==> src/rtl/apb_slave_txn_capture.sv <==
// APB slave-side transaction capture: tracks transfer phases and queues one record per completed transfer.
// Define APB_SLAVE_TXN_CAPTURE_PROTO_CHECK_EN to compile in the protocol checker (proto_err / proto_err_code).
//
// state     | meaning
// ST_IDLE   | no transfer in flight; waiting for a setup-phase sample
// ST_SETUP  | setup sampled and request fields latched; expecting the first access-phase sample
// ST_ACCESS | access phase extended by pready=0; counting wait states
module apb_slave_txn_capture #(
   parameter int ADDR_WIDTH = 32,
   parameter int DATA_WIDTH = 32,
   parameter int FIFO_DEPTH = 4
) (
   input  logic                              pclk,
   input  logic                              preset_n,
   input  logic                              psel,
   input  logic                              penable,
   input  logic                              pwrite,
   input  logic [ADDR_WIDTH-1:0]             paddr,
   input  logic [DATA_WIDTH-1:0]             pwdata,
   input  logic [DATA_WIDTH/8-1:0]           pstrb,
   input  logic [2:0]                        pprot,
   input  logic                              pready,
   input  logic [DATA_WIDTH-1:0]             prdata,
   input  logic                              pslverr,
   output logic                              txn_valid,
   input  logic                              txn_ready,
   output logic                              txn_write,
   output logic [ADDR_WIDTH-1:0]             txn_addr,
   output logic [DATA_WIDTH-1:0]             txn_data,
   output logic [DATA_WIDTH/8-1:0]           txn_strb,
   output logic [2:0]                        txn_prot,
   output logic                              txn_slverr,
   output logic [7:0]                        txn_wait,
   output logic [$clog2(FIFO_DEPTH):0]       fifo_count,
   output logic                              overflow,
   output logic                              proto_err,
   output logic [1:0]                        proto_err_code
);

   localparam int SW = DATA_WIDTH / 8;
   localparam int PW = $clog2(FIFO_DEPTH);
   localparam int CW = PW + 1;
   localparam logic [CW-1:0] FULL_CNT = CW'(FIFO_DEPTH);

`ifdef APB_SLAVE_TXN_CAPTURE_PROTO_CHECK_EN
   localparam bit CHK_EN = 1'b1;
`else
   localparam bit CHK_EN = 1'b0;
`endif

   typedef enum logic [1:0] {ST_IDLE, ST_SETUP, ST_ACCESS} state_t;

   typedef struct packed {
      logic                  write;
      logic [ADDR_WIDTH-1:0] addr;
      logic [DATA_WIDTH-1:0] data;
      logic [SW-1:0]         strb;
      logic [2:0]            prot;
      logic                  slverr;
      logic [7:0]            waits;
   } rec_t;

   state_t                state_q, state_d;
   logic                  lat_write_q, lat_write_d;
   logic [ADDR_WIDTH-1:0] lat_addr_q, lat_addr_d;
   logic [DATA_WIDTH-1:0] lat_wdata_q, lat_wdata_d;
   logic [SW-1:0]         lat_strb_q, lat_strb_d;
   logic [2:0]            lat_prot_q, lat_prot_d;
   logic [7:0]            wait_q, wait_d;
   logic                  proto_err_q, proto_err_d;
   logic [1:0]            proto_code_q, proto_code_d;

   rec_t                  mem_q [FIFO_DEPTH];
   logic [PW-1:0]         wr_ptr_q, wr_ptr_d, rd_ptr_q, rd_ptr_d;
   logic [CW-1:0]         count_q, count_d, count_after_pop;
   rec_t                  head_q, head_d;
   logic                  valid_q, valid_d;
   logic                  overflow_q, overflow_d;

   logic                  push, pop, accept, full, fields_changed;
   logic                  viol;
   logic [1:0]            viol_code;
   rec_t                  push_rec;

   assign fields_changed = (paddr != lat_addr_q) || (pwrite != lat_write_q) ||
                           (pwdata != lat_wdata_q) || (pstrb != lat_strb_q) ||
                           (pprot != lat_prot_q);

   // Phase tracking; state_q is the phase of the previous bus sample.
   always_comb begin
      state_d     = state_q;
      lat_write_d = lat_write_q;
      lat_addr_d  = lat_addr_q;
      lat_wdata_d = lat_wdata_q;
      lat_strb_d  = lat_strb_q;
      lat_prot_d  = lat_prot_q;
      wait_d      = wait_q;
      push        = 1'b0;
      push_rec    = '0;
      viol        = 1'b0;
      viol_code   = 2'd0;
      case (state_q)
         ST_IDLE: begin
            if (CHK_EN && psel && penable) begin
               viol      = 1'b1;
               viol_code = 2'd1;
            end else if (psel && !penable) begin
               state_d     = ST_SETUP;
               lat_write_d = pwrite;
               lat_addr_d  = paddr;
               lat_wdata_d = pwdata;
               lat_strb_d  = pstrb;
               lat_prot_d  = pprot;
               wait_d      = 8'd0;
            end
         end
         ST_SETUP, ST_ACCESS: begin
            if (!(psel && penable)) begin
               state_d = ST_IDLE;
               if (CHK_EN && (state_q == ST_ACCESS) && !psel) begin
                  viol      = 1'b1;
                  viol_code = 2'd3;
               end
            end else if (CHK_EN && (state_q == ST_ACCESS) && fields_changed) begin
               state_d   = ST_IDLE;
               viol      = 1'b1;
               viol_code = 2'd2;
            end else if (pready) begin
               state_d         = ST_IDLE;
               push            = 1'b1;
               push_rec.write  = lat_write_q;
               push_rec.addr   = lat_addr_q;
               push_rec.data   = lat_write_q ? lat_wdata_q : prdata;
               push_rec.strb   = lat_write_q ? lat_strb_q : '0;
               push_rec.prot   = lat_prot_q;
               push_rec.slverr = pslverr;
               push_rec.waits  = wait_q;
            end else begin
               state_d = ST_ACCESS;
               if (wait_q != 8'hFF) wait_d = wait_q + 8'd1;
            end
         end
         default: state_d = ST_IDLE;
      endcase
      proto_err_d  = viol;
      proto_code_d = viol ? viol_code : proto_code_q;
   end

   // Record FIFO with a registered head; the head is refilled on the same edge as any pop.
   always_comb begin
      pop             = valid_q && txn_ready;
      full            = (count_q == FULL_CNT);
      accept          = push && (!full || pop);
      overflow_d      = overflow_q || (push && full && !pop);
      count_after_pop = count_q - CW'(pop);
      count_d         = count_after_pop + CW'(accept);
      rd_ptr_d        = rd_ptr_q + PW'(pop);
      wr_ptr_d        = wr_ptr_q + PW'(accept);
      valid_d         = (count_d != '0);
      if (count_d == '0)              head_d = '0;
      else if (count_after_pop == '0) head_d = push_rec;
      else                            head_d = mem_q[rd_ptr_d];
   end

   always_ff @(posedge pclk or negedge preset_n) begin
      if (!preset_n) begin
         state_q      <= ST_IDLE;
         lat_write_q  <= 1'b0;
         lat_addr_q   <= '0;
         lat_wdata_q  <= '0;
         lat_strb_q   <= '0;
         lat_prot_q   <= '0;
         wait_q       <= 8'd0;
         proto_err_q  <= 1'b0;
         proto_code_q <= 2'd0;
         for (int i = 0; i < FIFO_DEPTH; i++) mem_q[i] <= '0;
         wr_ptr_q     <= '0;
         rd_ptr_q     <= '0;
         count_q      <= '0;
         head_q       <= '0;
         valid_q      <= 1'b0;
         overflow_q   <= 1'b0;
      end else begin
         state_q      <= state_d;
         lat_write_q  <= lat_write_d;
         lat_addr_q   <= lat_addr_d;
         lat_wdata_q  <= lat_wdata_d;
         lat_strb_q   <= lat_strb_d;
         lat_prot_q   <= lat_prot_d;
         wait_q       <= wait_d;
         proto_err_q  <= proto_err_d;
         proto_code_q <= proto_code_d;
         if (accept) mem_q[wr_ptr_q] <= push_rec;
         wr_ptr_q     <= wr_ptr_d;
         rd_ptr_q     <= rd_ptr_d;
         count_q      <= count_d;
         head_q       <= head_d;
         valid_q      <= valid_d;
         overflow_q   <= overflow_d;
      end
   end

   assign txn_valid      = valid_q;
   assign txn_write      = head_q.write;
   assign txn_addr       = head_q.addr;
   assign txn_data       = head_q.data;
   assign txn_strb       = head_q.strb;
   assign txn_prot       = head_q.prot;
   assign txn_slverr     = head_q.slverr;
   assign txn_wait       = head_q.waits;
   assign fifo_count     = count_q;
   assign overflow       = overflow_q;
   assign proto_err      = proto_err_q;
   assign proto_err_code = proto_code_q;

endmodule

==> config.mk <==
export PLATFORM = sky130hd
export DESIGN_NAME = apb_slave_txn_capture
export DESIGN_NICKNAME = d
export VERILOG_FILES = /design/src/rtl/apb_slave_txn_capture.sv
export SDC_FILE = /design/constraint.sdc
export NUM_CORES = 1
export LEC_CHECK = 0
export CAP_MARGIN = 40
export CELL_PAD_IN_SITES_DETAIL_PLACEMENT = 2
export CELL_PAD_IN_SITES_GLOBAL_PLACEMENT = 2
export CORE_ASPECT_RATIO = 1.1
export CORE_UTILIZATION = 36
export DETAILED_ROUTE_END_ITERATION = 12
export PLACE_DENSITY = 0.74
export SLEW_MARGIN = 20
export SYNTH_ARGS = -nofsm -noshare
export SYNTH_HDL_FRONTEND = slang
export SYNTH_SLANG_ARGS = --single-unit
==> constraint.sdc <==
create_clock -name pclk -period 3.5 [get_ports pclk]
set_input_delay 0.525 -clock pclk [delete_from_list [all_inputs] [get_ports pclk]]
set_output_delay 0.525 -clock pclk [all_outputs]
set_load 0.1 [all_outputs]
==> impl_summary.txt, run 1 <==
----------------------------------------------------
[Hold path]
  Type of the worst min-delay path ... register to register
  Cell depth of the worst min-delay path ... 2
  Hold path startpoint ... mem_q[148]
  WHS Endpoint ... mem_q[148]

[STA]
  Slew @ Worst Pin ... 0.7654 ns
  Worst slew margin ... between 40% and 50%
  Final setup violation count ... 0
  RSZ-0062 raised after global routing ... no
  Fin Clk Skew ... 0.01875 ns
  Minimum clock period ... just over 3 ns
  Period utilization ... between 80% and 90%
  Maximum clock frequency ... ~330 MHz
  Final-layout setup total negative slack ... 0 ns
  Final slew viol count ... 0
  Number of hold-slack violations in the final timing report ... 0

[Floorplan]
  Die X ... ~230 um
  Core ar. ... 0.05865 mm^2
  Die Footprint ... slightly above 0.06 mm^2
  Die height ... 257.6 um
  Starting Density ... a little over a third
  Top-Level Pins ... 200
  Standard-cell rows ... 93

[GRT]
  Number of global-route vias before repair ... ~17000
  Overall routing resource usage ... ~22%
  First-pass GRT wire length ... 101200 um
  Pin count of the biggest net entering global routing ... 163
  Total overflow reported by the global router ... 0
  Antenna violations before repair ... 2

[Setup path]
  Endpoint class of the critical path ... register
  Largest driver fanout on the critical path ... 17
  Type of element launching the critical path ... register
  Launching point of the worst reg2reg path ... state_q[1]
  Arrival time worst endpoint ... 3.51 ns
  Endpoint of the lowest-slack register-to-register path ... txn_data[20]
  Classification of the worst setup path ... register to register
  Req. time, crit path ... 3.98 ns
  Worst setup slack for register-to-register paths ... 0.47 ns
  Number of cells on the worst reg-to-reg path ... 11

[Yosys]
  Share of the yosys chip area belonging to registers ... 58.04%
  Share of flip-flops with an asynchronous set or reset ... 100.0%
  Xor/xnor cell area share of the yosys netlist ... 0.2340%
  Main area contributors after synthesis ... sky130_fd_sc_hd__dfrtp_1 58%, sky130_fd_sc_hd__mux4_2 8.5%, sky130_fd_sc_hd__nand2_1 7.2%, sky130_fd_sc_hd__o21ai_1 6.0%, sky130_fd_sc_hd__o2bb2ai_2 5.6%
  Most frequent cells after synthesis ... 496 x sky130_fd_sc_hd__dfrtp_1, 410 x sky130_fd_sc_hd__nand2_1, 255 x sky130_fd_sc_hd__o21ai_1
  Warning count from the yosys run ... 0
  Portion of synthesized cell area occupied by the leading cell type ... 58.04%
  Largest family of logic cells by synthesized area ... compound AO/OA/AOI/OAI gates
  Simple-gate share of the synthesized area ... 8.004%
  Cell area after synthesis ... ~0.021 mm^2
  Synth area leader ... sky130_fd_sc_hd__dfrtp_1
  Adder and majority gate portion of the synthesized area ... 0.4681%
  Share of synthesized area spent on multiplexers ... 14.05%
  Synth Instances ... 1704
  Cell with the most instances after synthesis ... sky130_fd_sc_hd__dfrtp_1
  Top FF cell, synth ... sky130_fd_sc_hd__dfrtp_1
  Average instance area after synthesis ... approximately 13 um^2
  Number of synthesized flops with an enable pin ... 0
  Synth Area in Compound Gates ... between 10% and 20%
  Netlist cell types ... 49
  Flop and latch count out of synthesis ... about 500

[Finish]
  Net count reported at finish ... roughly 2100
  Fill cell instance count of the final layout ... approximately 5700
  Share of layout cells above drive strength 1 ... between 20% and 30%
  Multi-input combinational cell area ... around 0.0080 mm^2
  Final std cell area, no fill ... 0.02733 mm^2
  Syn-to-layout area delta ... 27.80%
  Storage element area ... 0.01241 mm^2

[Route]
  Routed wire length per instance ... 22.74 um
  Number of vias per cell ... roughly 5.3
  Detailed Route Iter0 Violations ... 530
  Drc violations ... 0
  Post-Route WL ... 62810 um
  Vias after detailed routing ... roughly 15000
  First-pass iteration count of the detailed router ... 4
  Remaining antenna violation count after routing ... 0

[Clock tree]
  Clock-pin slew on the worst setup and hold paths ... 0.06 ns
  CTS resizes ... 0
  Number of buffers inserted by hold repair at cts ... 1
  Clk sinks ... 496
  Later-pin clock latency in the skew report ... between 0.6 and 0.7 ns
  Clock tree root buffer cell ... sky130_fd_sc_hd__clkbuf_16
  Deepest clock path buffer count ... 3
  CTS buffer count ... 54
  TritonCTS clock tree ... yes
  Post-CTS Setup Repair Bufs ... 0
  H-tree depth ... 2

[Power]
  Cell area power density ... 690.2 mW/mm^2
  Psw ... 6.623 mW
  Worst vdd rail ir drop ... 0.7533 mV
  Comb power frac ... roughly a third
  Clk pwr share ... 30.4%
  Internal power component ... around 12 mW
  Share of total power in sequential cells ... between 30% and 40%
  Leakage power ... around 11 nW
  Switching share of power ... a little over a third

[Place]
  Standard cell area after detailed placement ... 0.02551 mm^2
  Post-DP HPWL ... 38690 um
  RD Place Congestion ... 0.7145
  Number of buffers inserted by port buffering ... 196

[Status]
  Status ... completed

[Flow run]
  Number of max-cap violations ... 0

----------------------------------------------------
==> registers in the layout, indices dropped and copies added (netlist names), 2 cells and up <==
| name | flops |
|---|---|
| fifo_count | 3 |
| lat_addr_q | 32 |
| lat_prot_q | 3 |
| lat_strb_q | 4 |
| lat_wdata_q | 32 |
| mem_q | 324 |
| rd_ptr_q | 2 |
| state_q | 2 |
| txn_addr | 32 |
| txn_data | 32 |
| txn_prot | 3 |
| txn_strb | 4 |
| txn_wait | 8 |
| wait_q | 8 |
| wr_ptr_q | 2 |
==> logic make-up (layout without fill, tap and decap cells) <==
| logic type | after synthesis | in the layout |
|---|---|---|
| flip-flops | 496 | 496 |
| AND/OR/NAND/NOR | 439 | 439 |
| AO/OA/AOI/OAI | 429 | 429 |
| multiplexers | 186 | 186 |
| buffers and inverters | 141 | 436 |
| adder cells (fa/ha/maj) | 8 | 8 |
| XOR/XNOR | 4 | 4 |
| other | 1 | 4 |
==> through the flow <==
stage	util, %	hold WS (ns)	setup WS, ns	std cells	total power, mW
finish	46.60	0.4810	0.4697	2762	18.86
global route	46.60	0.5089	0.3093	2761	19.73
CTS	46.56	0.4853	0.4013	2760	19.21
detailed placement	43.50	0.4735	0.01499	2661	13.33
global placement	40.75	0.4580	0.1178	2574	12.68
floorplan	-	0.2294	0.2628	1706	11.27
==> critical path, stage by stage, from the launching register on <==
cell and delay (ns):
sky130_fd_sc_hd__dfrtp_1 0.35, sky130_fd_sc_hd__inv_1 0.04, sky130_fd_sc_hd__ha_1 0.40, sky130_fd_sc_hd__and4_4 0.32, sky130_fd_sc_hd__nor2b_1 0.22, sky130_fd_sc_hd__ha_1 0.19, sky130_fd_sc_hd__ha_1 0.27, sky130_fd_sc_hd__or3_1 0.38
sky130_fd_sc_hd__nand4_1 0.18, sky130_fd_sc_hd__buf_12 0.24, sky130_fd_sc_hd__buf_4 0.20, sky130_fd_sc_hd__o2bb2ai_2 0.07
==> final cells by class <==
class                   instances  share of cell area, %
diodes                          1               0.009156
flip-flops and latches        496                  45.42
repair buffers                324                  15.09
clock buffers                  85                  6.180
clock inverters                13                 0.3571
well taps                     760                  3.479
inverters                      14                 0.1923
multi-input cells            1069                  29.27
==> metal layers <==
| layer | track usage, % | vias to the layer above | routed length (um) |
|---|---|---|---|
| met3 | 3.169 | 118 | 2309 |
| li1 | - | 6529 | - |
| met2 | 38.32 | 254 | 33080 |
| met5 | 0 | - | 13 |
| met4 | 7.849 | 2 | 1962 |
| met1 | 26.62 | 7681 | 25450 |
==> worst max path at each step <==
stage,start,endpoint,slack [ns],depth (start not counted)
after CTS,state_q[1],txn_data[1],0.40,11
after floorplan,state_q[0],txn_addr[0],0.26,13
after detailed placement,txn_ready,txn_data[1],0.01,11
after global placement,txn_ready,txn_data[3],0.12,11
after global routing,state_q[0],txn_data[1],0.31,11
final,state_q[1],txn_data[20],0.47,11
==> power by group through the flow <==
stage,sequential (mW),clock [mW],combinational (mW)
4_1_cts,7.03,5.92,6.26
6_report,7.01,5.73,6.12
2_1_floorplan,7.51,0,3.75
5_1_grt,7.11,6.10,6.52
3_5_place_dp,7.11,0,6.22
3_3_place_gp,7.09,0,5.59
==> cell usage in the layout, fill, tap and decap left out, drive strengths merged, types with 3 or more instances in the layout <==
cell / instances
mux2: 104
buf: 129
or2: 3
conb: 3
clkdlybuf4s50: 194
clkbuf: 85
dfrtp: 496
a31o: 3
mux4: 81
nand2: 410
o21ai: 327
ha: 8
a21oi: 3
nor2: 3
o2111ai: 4
clkinv: 10
o2bb2ai: 81
nand3: 10
inv: 16
Note: power is estimated with default switching activity, not from simulation.
==> inputs of run 2 (changes only) <==
--- a/config.mk
+++ b/config.mk
@@ -12,6 +12,7 @@
 export CORE_UTILIZATION = 36
 export DETAILED_ROUTE_END_ITERATION = 12
 export PLACE_DENSITY = 0.74
+export SETUP_SLACK_MARGIN = 0.02
 export SLEW_MARGIN = 20
 export SYNTH_ARGS = -nofsm -noshare
 export SYNTH_HDL_FRONTEND = slang
==> results of run 2 <==
Final layout, timing and power as in run 1 (identical DEF).
